### src/rtl/alu_op_issuer.sv
// Initiator side of the ALU interface: accepts an opcode plus operands, drives the
// combinational ALU for one cycle and returns its result over a valid/ready handshake.
module alu_op_issuer #(
  parameter int unsigned DATA_W = 64,
  parameter int unsigned OPC_W  = 11
) (
  input  logic              CLK,
  input  logic              resetl,
  input  logic              in_valid,
  output logic              in_ready,
  input  logic [OPC_W-1:0]  in_opcode,
  input  logic [DATA_W-1:0] in_a,
  input  logic [DATA_W-1:0] in_b,
  output logic [DATA_W-1:0] alu_busa,
  output logic [DATA_W-1:0] alu_busb,
  output logic [3:0]        alu_ctrl,
  input  logic [DATA_W-1:0] alu_busw,
  input  logic              alu_zero,
  output logic              out_valid,
  input  logic              out_ready,
  output logic [DATA_W-1:0] out_result,
  output logic              out_zero,
  output logic              out_err
);

  typedef enum logic [1:0] {StIdle, StExec, StResp} state_e;

  localparam logic [3:0] CtrlAnd   = 4'b0000;
  localparam logic [3:0] CtrlOr    = 4'b0001;
  localparam logic [3:0] CtrlAdd   = 4'b0010;
  localparam logic [3:0] CtrlSub   = 4'b0110;
  localparam logic [3:0] CtrlPassB = 4'b0111;

  state_e     state_q;
  logic [3:0] dec_ctrl;
  logic       dec_legal;

  always_comb begin
    dec_ctrl  = CtrlAnd;
    dec_legal = 1'b1;
    casez (in_opcode)
      11'b10001011000: dec_ctrl = CtrlAdd;
      11'b11001011000: dec_ctrl = CtrlSub;
      11'b10001010000: dec_ctrl = CtrlAnd;
      11'b10101010000: dec_ctrl = CtrlOr;
      11'b11111000010: dec_ctrl = CtrlAdd;   // LDUR address add
      11'b11111000000: dec_ctrl = CtrlAdd;   // STUR address add
      11'b1001000100?: dec_ctrl = CtrlAdd;
      11'b1101000100?: dec_ctrl = CtrlSub;
      11'b10110100???: dec_ctrl = CtrlPassB; // CBZ tests operand B
      default:         dec_legal = 1'b0;
    endcase
  end

  always_ff @(posedge CLK or negedge resetl) begin
    if (!resetl) begin
      state_q    <= StIdle;
      in_ready   <= 1'b1;
      out_valid  <= 1'b0;
      out_result <= '0;
      out_zero   <= 1'b0;
      out_err    <= 1'b0;
      alu_busa   <= '0;
      alu_busb   <= '0;
      alu_ctrl   <= CtrlAnd;
    end else begin
      unique case (state_q)
        StIdle: begin
          if (in_valid) begin
            in_ready <= 1'b0;
            if (dec_legal) begin
              alu_busa <= in_a;
              alu_busb <= in_b;
              alu_ctrl <= dec_ctrl;
              state_q  <= StExec;
            end else begin
              // Illegal opcodes never touch the ALU drive registers.
              out_result <= '0;
              out_zero   <= 1'b0;
              out_err    <= 1'b1;
              out_valid  <= 1'b1;
              state_q    <= StResp;
            end
          end
        end
        StExec: begin
          out_result <= alu_busw;
          out_zero   <= alu_zero;
          out_err    <= 1'b0;
          out_valid  <= 1'b1;
          state_q    <= StResp;
        end
        StResp: begin
          if (out_ready) begin
            out_valid <= 1'b0;
            in_ready  <= 1'b1;
            state_q   <= StIdle;
          end
        end
        default: begin
          out_valid <= 1'b0;
          in_ready  <= 1'b1;
          state_q   <= StIdle;
        end
      endcase
    end
  end

endmodule

### config.mk
export PLATFORM = sky130hd
export DESIGN_NAME = alu_op_issuer
export DESIGN_NICKNAME = d
export VERILOG_FILES = /design/src/rtl/alu_op_issuer.sv
export SDC_FILE = /design/constraint.sdc
export NUM_CORES = 1
export LEC_CHECK = 0
export BUFFER_PORTS_ARGS = -buffer_cell sky130_fd_sc_hd__buf_2
export CORE_AREA = 2 2 158 160
export DETAILED_ROUTE_END_ITERATION = 10
export DIE_AREA = 0 0 160 162
export PLACE_DENSITY = 0.68
export SLEW_MARGIN = 20
export SYNTH_ARGS = -nofsm -noshare
export SYNTH_HDL_FRONTEND = slang
export SYNTH_SLANG_ARGS = --single-unit
### constraint.sdc
create_clock -name CLK -period 1.6 [get_ports CLK]
set_input_delay 0.32 -clock CLK [delete_from_list [all_inputs] [get_ports CLK]]
set_output_delay 0.32 -clock CLK [all_outputs]
set_load 0.01 [all_outputs]
## Yosys cells after proc, flatten, opt, wreduce, memory -nomap -nowiden

Index checks and enable logic that the tools add are counted.

| operators by class | value |
|---|---|
| reductions and logical operators | 10 |
| bitwise operators | 1 |
| $add $sub $neg | 0 |
| equality and inequality tests | 14 |
| multiplexer cells | 20 |
| magnitude comparators | 0 |
| shift operators | 0 |
| multiply operators | 0 |
| divide/modulo/power cells | 0 |

Operator list:

| kind | number |
|---|---|
| 2-to-1 mux 64 bit | 2 |
| case mux 64 bit (2 select lines) | 1 |
| == test 11 bit (second input constant) | 6 |
| == test 10 bit (second input constant) | 2 |
| case mux 3 bit (4 select lines) | 1 |
| AND reduction 3 bit | 4 |
| OR reduction 9 bit | 1 |
| == test 8 bit (second input constant) | 1 |
| 2-to-1 mux 1 bit | 8 |
| 2-to-1 mux 2 bit | 3 |
| inequality test 2 bit (second input constant) | 3 |
| case mux 1 bit (3 select lines) | 2 |
| case mux 2 bit (3 select lines) | 1 |
| case mux 1 bit (2 select lines) | 2 |
| OR reduction 4 bit | 1 |
| == test 2 x 1 -> 1 bit (second input constant) | 1 |
| == test 2 bit (second input constant) | 1 |
| logical NOT 2 bit | 1 |
| AND reduction 2 bit | 1 |
| nonzero test 2 bit | 1 |
| OR reduction 2 bit | 1 |
| NOT 1 bit | 1 |

| word-level totals | value |
|---|---|
| latch bits | 0 |
| memories | 0 |
| bits in read-only memories | 0 |
| RAM bits | 0 |
| register bits | 202 |
| logic and storage cells | 54 |

## Logic depth before layout (Yosys ltp)

Gate-level depths: netlist of the first run.

| depth | value |
|---|---|
| depth after elaboration | 6 |
| gate-level depth with buffers | 7 |

## Least setup slack after synthesis of the first run

OpenSTA, ideal clock, no wires.

| path | value |
|---|---|
| path type | input to register |
| from | input port in_opcode[1] |
| to | register alu_busa[0] |
| required time | 1.475 ns |
| arrival | 1.875 ns |
| path buffers | 2 |
| cell stages on the path | 7 |
| path slack | -0.400 ns |
| path through | or4b_4 nor4_4 a211oi_2 nor2_4 buf_12 buf_12 mux2_4 |

| between the ends | value |
|---|---|
| cells in the longest elaborated chain, start to end | 4 |

Ends and longest elaborated chain:

| element | RTL line | source |
|---|---|---|
| from (decl) | 11 | `input logic [OPC_W-1:0] in_opcode,` |
| == test 11 bit / == test 10 bit (equally long branches) | 41 | `casez (in_opcode)` |
| OR reduction 9 bit (no line) * | -- |  |
| 2-to-1 mux 1 bit * | 41 |  |
| AND reduction 3 bit (no line) * | -- |  |
| to (signal assigned) | 72 | `alu_busa <= in_a;` |
| to (decl) | 14 | `output logic [DATA_W-1:0] alu_busa,` |

Mark *: on every way between the ends. The rest lies on a longest branch, timed or not.
A chain may end at the register's enable or synchronous reset.

## Worst setup path after layout of the first run

| path | value |
|---|---|
| from | input port in_opcode[1] |
| to | register alu_busb[46] |

| between the ends | value |
|---|---|
| cells in the longest elaborated chain, start to end | 4 |

Ends and longest elaborated chain:

| element | RTL line | source |
|---|---|---|
| == test 11 bit / == test 10 bit (equally long branches) | 41 |  |
| OR reduction 9 bit (no line) * | -- |  |
| 2-to-1 mux 1 bit * | 41 |  |
| AND reduction 3 bit (no line) * | -- |  |
| to (signal assigned) | 73 | `alu_busb <= in_b;` |
| to (decl) | 15 | `output logic [DATA_W-1:0] alu_busb,` |

Marked as above.

==> results_dict.tcl, run 1 <==
set metrics [dict create \
    outcome "finished, violations left" \
    violations "negative setup slack" \
    overflow 0 \
    drive_above_1_share_pct 58.1 \
    netlist.area_leader.share_pct 59.6 \
    yosysWarnings 0 \
    syn_inst 609 \
    crit_path_end_kind "register" \
    use_met3_pct 3.70 \
    muxShareOfSynthArea_pct 22.2 \
    seq_area_frac_synth_pct 60.0 \
    finalHoldViolCount 0 \
    top_usage_layer "met2" \
    synth_cell_type_count 37 \
    path_max_fanout 24 \
    dieArea_um2 25900 \
    clock-root-buffer "clkbuf_16" \
    path_class "primary input to register" \
    cts_buffers 23 \
    cap_violations 0 \
    drt-wirelength-per-cell_um 16.6 \
    insertion_delay_ps 490 \
    rsz0062_at_grt "true" \
    max_freq_mhz 581 \
    drtIter0Drc 353 \
    synthTopCellsByCount "200 x dfrtp_1, 136 x nand2_1, 110 x mux2_4" \
    grt_use_met2_pct 29.8 \
    finalNetCount 1273 \
    worstPathArrival_ps 2090 \
    peakVddDrop_uv 582 \
    detail_route.drc_violations 0 \
    clk_pin_slew_worst_paths_ps 60 \
    p_per_area_nw_per_um2 1020 \
    port_buffers 406 \
    post-synth-top-area-cell "dfrtp_1" \
    synth_top_family_by_area "multiplexers" \
    wl_mm 23.4 \
    cts.sink_count 201 \
    ys_ff_latch 201 \
    die_y_um 162 \
    grt_pass1_vias 6600 \
    dp_slack_ps -648 \
    antenna_found_initial 1 \
    placeableCoreArea_um2 24100 \
    synth_compound_area_share_pct 5.17 \
    synth_area_leaders "dfrtp_1 60%, mux2_4 20%, nand2_1 6.1%" \
    htreeDepth 1 \
    die_w_um 160 \
    gp_congestion 0.856 \
    critPathLaunchType "primary input" \
    synthFlopType "dfrtp_1" \
    synth_nets 817 \
    setup_viol 124 \
    clock_skew_ps 10.1 \
    synth-simple-area-share_pct 8.45 \
    postRouteAntennaNets 0 \
    vias 6384 \
    grt_start_max_net_pins 55 \
    rrSetupSlack_ps -90 \
    maxSlewViolCount 0 \
    synth_most_common_cell "dfrtp_1" \
    firstDrtPassIters 4 \
    tritoncts "done" \
    syn_area_per_cell_um2 13.8 \
    via_per_inst 4.54 \
    ios 408 \
    area_growth_pct 42.1 \
    grt_pass1_wl_mm 36.7 \
    synth_xor_area_share_pct 0 \
    hp-class "primary input to register" \
    cp_data_required_time_ps 1970 \
    synth_area_um2 8390 \
    use_met1_pct 22.5 \
    post-dp-hpwl_mm 17.3 \
    min_period_ps 1720 \
    synthAdderAreaFrac_pct 0 \
    setup_ws_ps -121 \
    cts_setup_buffers 0 \
    row_count 57 \
    p_leak_nw 6.53 \
    utilization_pct 49.5 \
    async_flop_share_pct 100 \
    synth-edff-count 0 \
    initial_core_util_pct 34.8 \
    grt_use_total_pct 17.6 \
    clockBufferDepth 3 \
    fin_crit_sh_pct 108 \
]
==> cells by family after synthesis <==
family | count (synthesis)
AOI/OAI and AO/OA | 81
muxes | 129
and+or+nand+nor | 161
buffers and inverters | 36
DFF | 201
other | 1
==> cells in the final DEF, fill, tap and decap left out, types with 3 or more instances in the layout <==
master,n
a21oi_1,4
buf_12,10
buf_2,403
buf_4,41
bufinv_16,3
clkbuf_1,8
clkbuf_16,23
clkbuf_8,5
dfrtp_1,200
dlygate4sd3_1,9
mux2_2,15
mux2_4,114
nand2_1,136
nor2_1,4
nor4bb_1,3
o21ai_0,4
o21ai_1,65
==> worst max-delay path: stages <==
cell and delay [ps]:
buf_6 90, or4b_4 550, nor4_4 180, a211oi_2 90, nor2_4 120, buf_12 170, buf_16 220, mux2_4 320
==> where the power goes <==
| part | total, mW | internal (mW) | switching (mW) |
|---|---|---|---|
| Combinational | 1.31 | 0.716 | 0.595 |
| Sequential | 5.46 | 5.32 | 0.135 |
| Clock | 5.34 | 3.32 | 2.02 |
==> through the flow <==
stage	setup TNS, ps	hold WS, ps	cells	power, mW	area, um^2
3_5_place_dp	-105780	304	1355	6.84	11000
5_1_grt	-16540	13.5	1406	12.6	11900
2_1_floorplan	-52980	24.4	609	6.07	8460
6_report	-9150	32.6	1406	12.1	11900
4_1_cts	-7920	0.194	1405	12.3	11900
3_3_place_gp	-103440	301	1355	6.82	11000
==> worst paths after layout <==
check                                  start              to  cells past startpoint
worst max-delay path            in_opcode[1]    alu_busb[46]                      8
worst min-delay path            alu_busw[40]  out_result[40]                      3
worst max register to register    state_q[1]    alu_busb[46]                      6
worst min register to register   alu_ctrl[2]     alu_ctrl[2]                      1
max in group asynchronous             resetl        in_ready                      3
min in group asynchronous             resetl     alu_busa[4]                      2
==> registers in the layout (all words and copies together) (netlist names) <==
signal / flops
out_valid: 1
state_q: 2
out_result: 64
alu_busb: 64
alu_ctrl: 3
out_err: 1
in_ready: 1
out_zero: 1
alu_busa: 64
==> routing by layer <==
layer	share of wire, %	routed length, um	vias to the layer above
met2	50	11600	255
met5	0	0	-
met3	6.6	1550	47
li1	-	-	2984
met1	41	9580	3098
met4	2.8	645	0
==> layout make-up <==
type / instances / area, um^2
antenna: 1 / 2.50
timing repair buffer: 467 / 2680
clock buffer: 35 / 661
multi-input combinational: 372 / 3040
sequential: 201 / 5030
clock inverter: 6 / 110
fill: 2185 / 12200
tap: 324 / 405
==> what timing repair did <==
| item | in CTS | in global routing |
|---|---|---|
| resized for setup | 2 | 1 |
| setup endpoints to repair | 124 | 166 |
| hold buffers | 9 | 0 |
| endpoints found under the hold margin | 40 | 0 |
| cloned | 0 | 0 |
(Power assumes the default switching activity.)
==> run 2: changes to the inputs <==
--- a/config.mk
+++ b/config.mk
@@ -9,6 +9,7 @@
 export CORE_AREA = 2 2 158 160
 export DETAILED_ROUTE_END_ITERATION = 10
 export DIE_AREA = 0 0 160 162
+export HOLD_SLACK_MARGIN = 0.12
 export PLACE_DENSITY = 0.68
 export SLEW_MARGIN = 20
 export SYNTH_ARGS = -nofsm -noshare
==> run 2 against run 1 <==
Compared with the run above: the run still ends with negative setup slack left; non-clock buffer count is 187 higher; final cell count is 13% higher; sequential power hardly changed; maximum frequency is 0.27% lower; largest cell class unchanged; worst hold slack better by 120 ps; global-route usage is 4.3 points higher; clock power is 1% higher; highest routed layer unchanged; largest power group unchanged; critical path depth stayed put; core utilization is 7.8 points higher.
==> results_dict.tcl, run 2 (synthesized netlist as in run 1, its figures left out) <==
set metrics [dict create \
    dpl-instance-area_um2 11000 \
    worstPathArrival_ps 2100 \
    clock-root-buffer "clkbuf_16" \
    cts_buffers 23 \
    fin_crit_sh_pct 108 \
    rrSetupSlack_ps -100 \
    placeableCoreArea_um2 24100 \
    setup_ws_ps -126 \
    wl_met1_mm 11.2 \
    crit_path_top_delay_cell "or4b_4" \
    min_period_ps 1730 \
    die_y_um 162 \
    whs_endpoint "state_q[1]" \
    cts.sink_count 201 \
    critPathLaunchType "primary input" \
    path_class "primary input to register" \
    route.met3.wl_mm 1.72 \
    overflow 0 \
    finalPower_mw 12.6 \
    p_leak_nw 7.31 \
    whs_path_depth 3 \
    detail_route.drc_violations 0 \
    final_area_um2 13800 \
    outcome "finished, violations left" \
    grt_pass1_wl_mm 45.3 \
    max_freq_mhz 579 \
    layout_commonest_cell "buf_2" \
    postRouteAntennaNets 0 \
    gp_congestion 0.856 \
    min_from "out_ready" \
    area_growth_pct 64.6 \
    peakVddDrop_uv 498 \
    grt_use_total_pct 21.9 \
    final.setup.tns_ps -9190 \
    firstDrtPassIters 5 \
    reg2reg_depth 6 \
    p_per_area_nw_per_um2 914 \
    cp_data_required_time_ps 1970 \
    reg.largest.list "alu_busa: 64 flops, alu_busb: 64 flops, out_result: 64 flops" \
    worst_hold_slack_ps 155 \
    hp-class "primary input to register" \
    grt_pass1_vias 8137 \
    cp_cell_sequence "buf_6 -> or4b_4 -> nor4_4 -> a211oi_2 -> nor2_4 -> buf_12 -> buf_4 -> mux2_2" \
    finalHoldViolCount 0 \
    post-dp-hpwl_mm 17.3 \
    via_per_inst 4.70 \
    insertion_delay_ps 500 \
    drtIter0Drc 520 \
    htreeDepth 1 \
    initial_core_util_pct 34.8 \
    die_w_um 160 \
    finalNetCount 1460 \
    wl_mm 29.2 \
    antenna_found_initial 1 \
    drive_above_1_share_pct 49.6 \
    vias 7487 \
    row_count 57 \
    crit_path_end_kind "register" \
    r2r_end "alu_busa[27]" \
    dp_slack_ps -648 \
    maxSlewViolCount 0 \
    path_max_fanout 15 \
    utilization_pct 57.3 \
    highest_layer "met4" \
    dieArea_um2 25900 \
    grt_start_max_net_pins 55 \
    setup_viol 124 \
    port_buffers 406 \
    violations "negative setup slack" \
    final_cell_count_no_fill 1593 \
    clockBufferDepth 3 \
    cp_slowest_stage_delay_ps 550 \
    rsz0062_at_grt "true" \
    timing.rr.start "state_q[1]" \
    tritoncts "done" \
    ios 408 \
    mostFrequentLayoutCells "403 x buf_2, 200 x dfrtp_1, 195 x dlygate4sd3_1" \
    met2_length_mm 14.8 \
    cap_violations 0 \
    clock_skew_ps 10.0 \
    clk_pin_slew_worst_paths_ps 60 \
    drt-wirelength-per-cell_um 18.3 \
    place.detailed.instances 1355 \
]
run 2: cell types whose count changed in the layout (fill, tap and decap cells not counted):
cell	previous run	this run
clkbuf_16	23	24
dlygate4sd3_1	9	195
run 2: report_power, final:
part | switching [mW] | total (mW) | internal (mW) | leakage, nW
combinational | 0.717 | 1.73 | 1.01 | 4.17
sequential | 0.156 | 5.48 | 5.32 | 2.77
clock | 2.10 | 5.42 | 3.32 | 0.368
total | 2.97 | 12.6 | 9.66 | 7.31
run 2: worst max path at each step:
stage                       startpoint           end  slack (ps)  cells past startpoint
after floorplan           in_opcode[1]   alu_busa[0]        -400                      7
after global placement    in_opcode[1]  alu_busb[46]        -620                      8
after detailed placement  in_opcode[1]  alu_busb[53]        -650                      8
after CTS                   state_q[1]  alu_busb[46]        -110                      6
after global routing      in_opcode[1]  alu_busa[27]        -160                      8
final                     in_opcode[1]  alu_busa[27]        -130                      8
run 2: what timing repair did:
item | in CTS | in global routing
hold endpoints to repair | 293 | 0
gates resized for setup | 2 | 1
setup buffers | 0 | 0
gates cloned | 0 | 1
endpoints found under the setup margin | 124 | 167
hold buffers | 195 | 0
run 2: critical path: cells and delay by family:
family,cells,cell delay (ps)
AOI/OAI and AO/OA,1,90
muxes,1,350
buffers and inverters,3,460
and+or+nand+nor,3,850
run 2: cell type report:
type,count,area (um^2)
diodes,1,2.50
clock buffers,35,661
clock inverters,6,110
fillers,1912,10300
multi-input cells,372,3040
flip-flops and latches,201,5030
well taps,324,405
repair buffers,654,4570
run 2: layer usage:
| layer | vias to the layer above | global-route usage, % |
|---|---|---|
| li1 | 3351 | - |
| met1 | 3641 | 25.6 |
| met2 | 384 | 38.4 |
| met3 | 111 | 4.14 |
| met4 | 0 | 11.3 |
| met5 | - | 0 |
